**src/rtl/apb3_cmd_master.sv**
```systemverilog
// -----------------------------------------------------------------------------
// apb3_cmd_master
//
// APB3 initiator. It takes one command at a time from a valid/ready command
// stream, runs it as an APB3 SETUP/ACCESS transfer, and returns read data and
// status on a valid/ready response stream. Only one transfer is in flight at
// any time, so there is no internal queue.
//
// Ports:
//   clk, resetn          bus clock (rising edge) and asynchronous active-low reset
//   cmd_valid/cmd_ready  command handshake
//   cmd_write            1 = write, 0 = read
//   cmd_addr, cmd_wdata  command address and write data
//   rsp_valid/rsp_ready  response handshake
//   rsp_rdata            read data (0 for writes and timeouts)
//   rsp_error            slave error or timeout
//   rsp_timeout          transfer aborted because PREADY never rose
//   PADDR..PWDATA        APB3 request side
//   PRDATA, PREADY,
//   PSLVERROR            APB3 completion side
//
// Every output comes straight from a flop.
// -----------------------------------------------------------------------------
module apb3_cmd_master #(
  parameter int ADDR_WIDTH     = 16,
  parameter int DATA_WIDTH     = 32,
  parameter int TIMEOUT_CYCLES = 255
) (
  input  logic                  clk,
  input  logic                  resetn,
  // command stream
  input  logic                  cmd_valid,
  output logic                  cmd_ready,
  input  logic                  cmd_write,
  input  logic [ADDR_WIDTH-1:0] cmd_addr,
  input  logic [DATA_WIDTH-1:0] cmd_wdata,
  // response stream
  output logic                  rsp_valid,
  input  logic                  rsp_ready,
  output logic [DATA_WIDTH-1:0] rsp_rdata,
  output logic                  rsp_error,
  output logic                  rsp_timeout,
  // APB3
  output logic [ADDR_WIDTH-1:0] PADDR,
  output logic                  PSEL,
  output logic                  PENABLE,
  output logic                  PWRITE,
  output logic [DATA_WIDTH-1:0] PWDATA,
  input  logic [DATA_WIDTH-1:0] PRDATA,
  input  logic                  PREADY,
  input  logic                  PSLVERROR
);

  // Counter wide enough to hold TIMEOUT_CYCLES; one bit when disabled.
  localparam int CNT_WIDTH = (TIMEOUT_CYCLES < 1) ? 1 : $clog2(TIMEOUT_CYCLES + 1);
  localparam bit TIMEOUT_EN = (TIMEOUT_CYCLES != 0);
  // Count value seen during the last permitted wait cycle of ACCESS.
  localparam logic [CNT_WIDTH-1:0] CNT_LAST =
      (TIMEOUT_CYCLES < 1) ? '0 : CNT_WIDTH'(TIMEOUT_CYCLES - 1);

  localparam logic [1:0] ST_IDLE   = 2'd0;
  localparam logic [1:0] ST_SETUP  = 2'd1;
  localparam logic [1:0] ST_ACCESS = 2'd2;
  localparam logic [1:0] ST_RESP   = 2'd3;

  logic [1:0]            state_reg,     state_next;
  logic [CNT_WIDTH-1:0]  count_reg,     count_next;
  logic                  cmd_ready_reg, cmd_ready_next;
  logic                  rsp_valid_reg, rsp_valid_next;
  logic [DATA_WIDTH-1:0] rdata_reg,     rdata_next;
  logic                  error_reg,     error_next;
  logic                  timeout_reg,   timeout_next;
  logic [ADDR_WIDTH-1:0] paddr_reg,     paddr_next;
  logic                  psel_reg,      psel_next;
  logic                  penable_reg,   penable_next;
  logic                  pwrite_reg,    pwrite_next;
  logic [DATA_WIDTH-1:0] pwdata_reg,    pwdata_next;

  logic timeout_hit;

  // Abort only when the slave is still stalling in the last permitted cycle;
  // a PREADY in that same cycle wins and completes normally.
  assign timeout_hit = TIMEOUT_EN && (count_reg == CNT_LAST);

  always_comb begin
    state_next     = state_reg;
    count_next     = count_reg;
    cmd_ready_next = cmd_ready_reg;
    rsp_valid_next = rsp_valid_reg;
    rdata_next     = rdata_reg;
    error_next     = error_reg;
    timeout_next   = timeout_reg;
    paddr_next     = paddr_reg;
    psel_next      = psel_reg;
    penable_next   = penable_reg;
    pwrite_next    = pwrite_reg;
    pwdata_next    = pwdata_reg;

    case (state_reg)
      ST_IDLE: begin
        // cmd_ready_reg is still 0 for the first cycle after reset release,
        // so nothing is accepted until it has been advertised.
        if (cmd_valid && cmd_ready_reg) begin
          paddr_next     = cmd_addr;
          pwdata_next    = cmd_wdata;
          pwrite_next    = cmd_write;
          psel_next      = 1'b1;
          penable_next   = 1'b0;
          cmd_ready_next = 1'b0;
          state_next     = ST_SETUP;
        end else begin
          cmd_ready_next = 1'b1;
        end
      end

      ST_SETUP: begin
        penable_next = 1'b1;
        count_next   = '0;
        state_next   = ST_ACCESS;
      end

      ST_ACCESS: begin
        if (PREADY) begin
          rdata_next     = pwrite_reg ? '0 : PRDATA;
          error_next     = PSLVERROR;
          timeout_next   = 1'b0;
          psel_next      = 1'b0;
          penable_next   = 1'b0;
          rsp_valid_next = 1'b1;
          state_next     = ST_RESP;
        end else if (timeout_hit) begin
          rdata_next     = '0;
          error_next     = 1'b1;
          timeout_next   = 1'b1;
          psel_next      = 1'b0;
          penable_next   = 1'b0;
          rsp_valid_next = 1'b1;
          state_next     = ST_RESP;
        end else if (TIMEOUT_EN) begin
          count_next = count_reg + CNT_WIDTH'(1);
        end
      end

      ST_RESP: begin
        if (rsp_ready) begin
          rsp_valid_next = 1'b0;
          cmd_ready_next = 1'b1;
          state_next     = ST_IDLE;
        end
      end

      default: begin
        psel_next      = 1'b0;
        penable_next   = 1'b0;
        rsp_valid_next = 1'b0;
        cmd_ready_next = 1'b0;
        state_next     = ST_IDLE;
      end
    endcase
  end

  // Reset drops PSEL/PENABLE/rsp_valid at once, abandoning any transfer.
  always_ff @(posedge clk or negedge resetn) begin
    if (!resetn) begin
      state_reg     <= ST_IDLE;
      count_reg     <= '0;
      cmd_ready_reg <= 1'b0;
      rsp_valid_reg <= 1'b0;
      rdata_reg     <= '0;
      error_reg     <= 1'b0;
      timeout_reg   <= 1'b0;
      paddr_reg     <= '0;
      psel_reg      <= 1'b0;
      penable_reg   <= 1'b0;
      pwrite_reg    <= 1'b0;
      pwdata_reg    <= '0;
    end else begin
      state_reg     <= state_next;
      count_reg     <= count_next;
      cmd_ready_reg <= cmd_ready_next;
      rsp_valid_reg <= rsp_valid_next;
      rdata_reg     <= rdata_next;
      error_reg     <= error_next;
      timeout_reg   <= timeout_next;
      paddr_reg     <= paddr_next;
      psel_reg      <= psel_next;
      penable_reg   <= penable_next;
      pwrite_reg    <= pwrite_next;
      pwdata_reg    <= pwdata_next;
    end
  end

  assign cmd_ready   = cmd_ready_reg;
  assign rsp_valid   = rsp_valid_reg;
  assign rsp_rdata   = rdata_reg;
  assign rsp_error   = error_reg;
  assign rsp_timeout = timeout_reg;
  assign PADDR       = paddr_reg;
  assign PSEL        = psel_reg;
  assign PENABLE     = penable_reg;
  assign PWRITE      = pwrite_reg;
  assign PWDATA      = pwdata_reg;

endmodule
```
**config.mk**
```make
export PLATFORM = sky130hd
export DESIGN_NAME = apb3_cmd_master
export DESIGN_NICKNAME = d
export VERILOG_FILES = /design/src/rtl/apb3_cmd_master.sv
export SDC_FILE = /design/constraint.sdc
export NUM_CORES = 1
export LEC_CHECK = 0
export CORE_AREA = 5 5 106 108
export CTS_CLUSTER_DIAMETER = 150
export DETAILED_ROUTE_END_ITERATION = 8
export DIE_AREA = 0 0 111 113
export PLACE_DENSITY = 0.83
export SETUP_SLACK_MARGIN = 0.15
export SLEW_MARGIN = 10
export SYNTH_ARGS = -nofsm -noshare
export SYNTH_HDL_FRONTEND = slang
export SYNTH_SLANG_ARGS = --single-unit
```
**constraint.sdc**
```tcl
create_clock -name clk -period 2.1 [get_ports clk]
set_input_delay 0.42 -clock clk [delete_from_list [all_inputs] [get_ports clk]]
set_output_delay 0.42 -clock clk [all_outputs]
set_load 0.005 [all_outputs]
```
==> results of run 1 <==
## cells by family (layout without fill, tap and decap cells)
family          after synthesis  after routing  share of synthesized area
simple gates                 68             68                    0.08351
fa+ha+maj                     7              7                    0.02126
compound gates               56             56                    0.09232
mux                          53             53                     0.1445
buf+inv                      54            237                    0.06924
flops                        97             97                     0.5891
## worst paths after layout
check / slack [ns] / end
max: 0.25 / rsp_rdata[13]
min: 0.03 / rsp_rdata[25]
max reg2reg: 0.25 / rsp_rdata[13]
min reg2reg: 0.50 / rsp_timeout
max in group asynchronous: 1.41 / rsp_rdata[24]
min in group clk: 0.50 / rsp_timeout
## per-layer routing
| layer | vias to the layer above | global-route usage | routed length [um] |
|---|---|---|---|
| met5 | - | 0 | 0 |
| met4 | 0 | 0.04516 | 157 |
| met3 | 17 | 0.04813 | 689 |
| met2 | 104 | 0.3143 | 5982 |
| met1 | 1592 | 0.1875 | 4208 |
| li1 | 1495 | - | - |
## final cells by class
cell class	count	area (um2)	share of cell area
timing repair buffer	184	1878	0.3015
clock inverter	5	55.05	0.008839
sequential	97	2427	0.3897
multi-input combinational	184	1418	0.2276
clock buffer	11	141.4	0.02270
tap	136	170.2	0.02732
inverter	37	138.9	0.02230
## per-stage QoR
step	util	worst slack (ns)	area [um2]
2_1_floorplan	-	0.4232	4120
3_3_place_gp	0.5894	0.1799	5976
3_5_place_dp	0.5894	0.09923	5976
4_1_cts	0.6088	0.1900	6172
5_1_grt	0.6143	0.09881	6228
6_report	0.6143	0.2511	6228
## power by group
group	internal [uW]	switching, uW
Clock	581	631
Sequential	2740	509
Combinational	2410	1380
Total	5720	2520
## cell usage in the layout, fill, tap and decap left out, types with 2 or more instances in the layout
master,n
a21oi_1,2
a41oi_1,2
and3_1,2
buf_12,3
buf_4,6
clkbuf_8,10
clkdlybuf4s50_1,172
clkinv_2,2
clkinvlp_4,2
dfrtp_1,97
ha_1,6
inv_1,36
mux2_2,51
nand2_1,13
nand2b_1,2
nand3_1,37
nand3b_1,3
nor2_1,3
o211ai_1,3
o21ai_0,26
o21ai_1,8
o21ai_2,5
## worst max-delay path, stage by stage (launching register included)
cell	delay [ns]
dfrtp_1	0.42
inv_2	0.10
ha_2	0.22
nand2_1	0.10
o41ai_4	0.34
buf_4	0.21
buf_8	0.22
o21ai_0	0.12
## timing repair
item	CTS	global route
endpoints found under the setup margin	0	34
buffers inserted	0	3
gates resized for setup	0	4
hold endpoints to repair	0	0
==> flow_metrics.py, run 1 <==
metrics = {
    "floorplan": {
        "boundaryPins": 174,
        "die_x_um": 111,
        "row_count": 37,
        "core_um2": 10140,
        "start_util": 0.4064,
        "die_area_um2": 12540,
        "dieHeight_um": 113,
    },
    "clock_tree": {
        "cts.reportedPaths.clkPinSlew_ns": 0.10,
        "clock-sinks": 97,
        "clk_latency_ns": 0.35,
        "numCtsBuffers": 9,
        "cts-root-buf": "clkbuf_8",
        "cts_tree": "done",
        "hold_buffers": 0,
        "htreeDepth": 3,
        "clockBufferDepth": 2,
    },
    "setup_path": {
        "critPathKind": "register to register",
        "cp-startpoint": "state_reg[0]",
        "cp.arrival_ns": 2.07,
        "r2r-start": "state_reg[0]",
        "worstPathRequired_ns": 2.32,
        "worst_setup_path_start_kind": "register",
        "end_kind": "register",
        "cp_max_fo": 33,
        "reg2regPathDepth": 7,
    },
    "timing": {
        "fin_setup_tns_ns": 0,
        "tightest_slew_ns": 0.4959,
        "maxSlewHeadroom": 0.6694,
        "drv_slew": 0,
        "max_freq_ghz": 0.5409,
        "rsz0062_at_grt": "false",
        "fin_crit_ns": 1.849,
        "whs_ns": 0.03167,
        "setup_violations": 0,
        "finClkSkew_ns": 0.01257,
        "hold_viol": 0,
        "fin_crit_sh": 0.8804,
    },
    "routing": {
        "drc": 0,
        "first_pass_iters": 4,
        "vias": 3208,
        "antenna_left": 0,
        "post_drt_via_cell_ratio": 4.905,
        "drt-initial-drc-count": 127,
        "wirelength_mm": 11.04,
        "wl_per_cell_um": 16.88,
    },
    "layout": {
        "final_cells": 654,
        "nets": 607,
        "antenna_cells": 0,
        "syn_to_final_growth_pct": 51.17,
        "layout-drive-gt1-share": 0.1776,
        "fill_cells": 789,
    },
    "synth": {
        "synthArstFlopShare": 1.000,
        "yosysTopAreaCellShare": 0.5891,
        "yosysMostFrequentCell": "dfrtp_1",
        "synth_cell_types": 42,
        "yosysSeqAreaShare": 0.5891,
        "syn_area_um2": 4120,
        "synth_area_leaders": "dfrtp_1, mux2_2, nand3_1",
        "ys.flop_type": "dfrtp_1",
        "synthesis.area_per_instance_um2": 12.30,
        "synth_nets": 429,
        "synth_common_cells": "dfrtp_1, mux2_2, nand3_1",
        "ys_seq_elements": 97,
        "yosys.area.top_type": "dfrtp_1",
        "yosysWarnings": 0,
        "syn_inst": 335,
        "synth_edf_count": 0,
    },
    "run_status": {
        "status": "complete, no violations",
    },
    "power": {
        "power_leakage_uw": 0.002635,
        "peakVddDrop_mv": 0.6178,
        "powerDensity_nw_per_um2": 1324,
        "power_uw": 8247,
    },
    "placement": {
        "placed_cells": 633,
        "dp_hpwl_mm": 8.052,
        "port_buffers": 173,
        "gp_congestion": 0.8862,
    },
    "global_routing": {
        "grt_max_degree": 67,
        "grt_pass1_wl_mm": 17.26,
        "grt_pass1_vias": 3403,
        "antenna_found_initial": 0,
        "overflow": 0,
        "track_usage": 0.1682,
    },
    "min_path": {
        "hp-class": "input pin to async pin",
    },
    "run": {
        "cap_violations": 0,
    },
}
Power figures use the tool's default switching activity.
==> run 2: changes to the inputs <==
--- a/config.mk
+++ b/config.mk
@@ -5,6 +5,7 @@
 export SDC_FILE = /design/constraint.sdc
 export NUM_CORES = 1
 export LEC_CHECK = 0
+export CAP_MARGIN = 20
 export CORE_AREA = 5 5 106 108
 export CTS_CLUSTER_DIAMETER = 150
 export DETAILED_ROUTE_END_ITERATION = 8
==> results of run 2 <==
No change in the layout: final DEF, timing and power equal those of run 1.
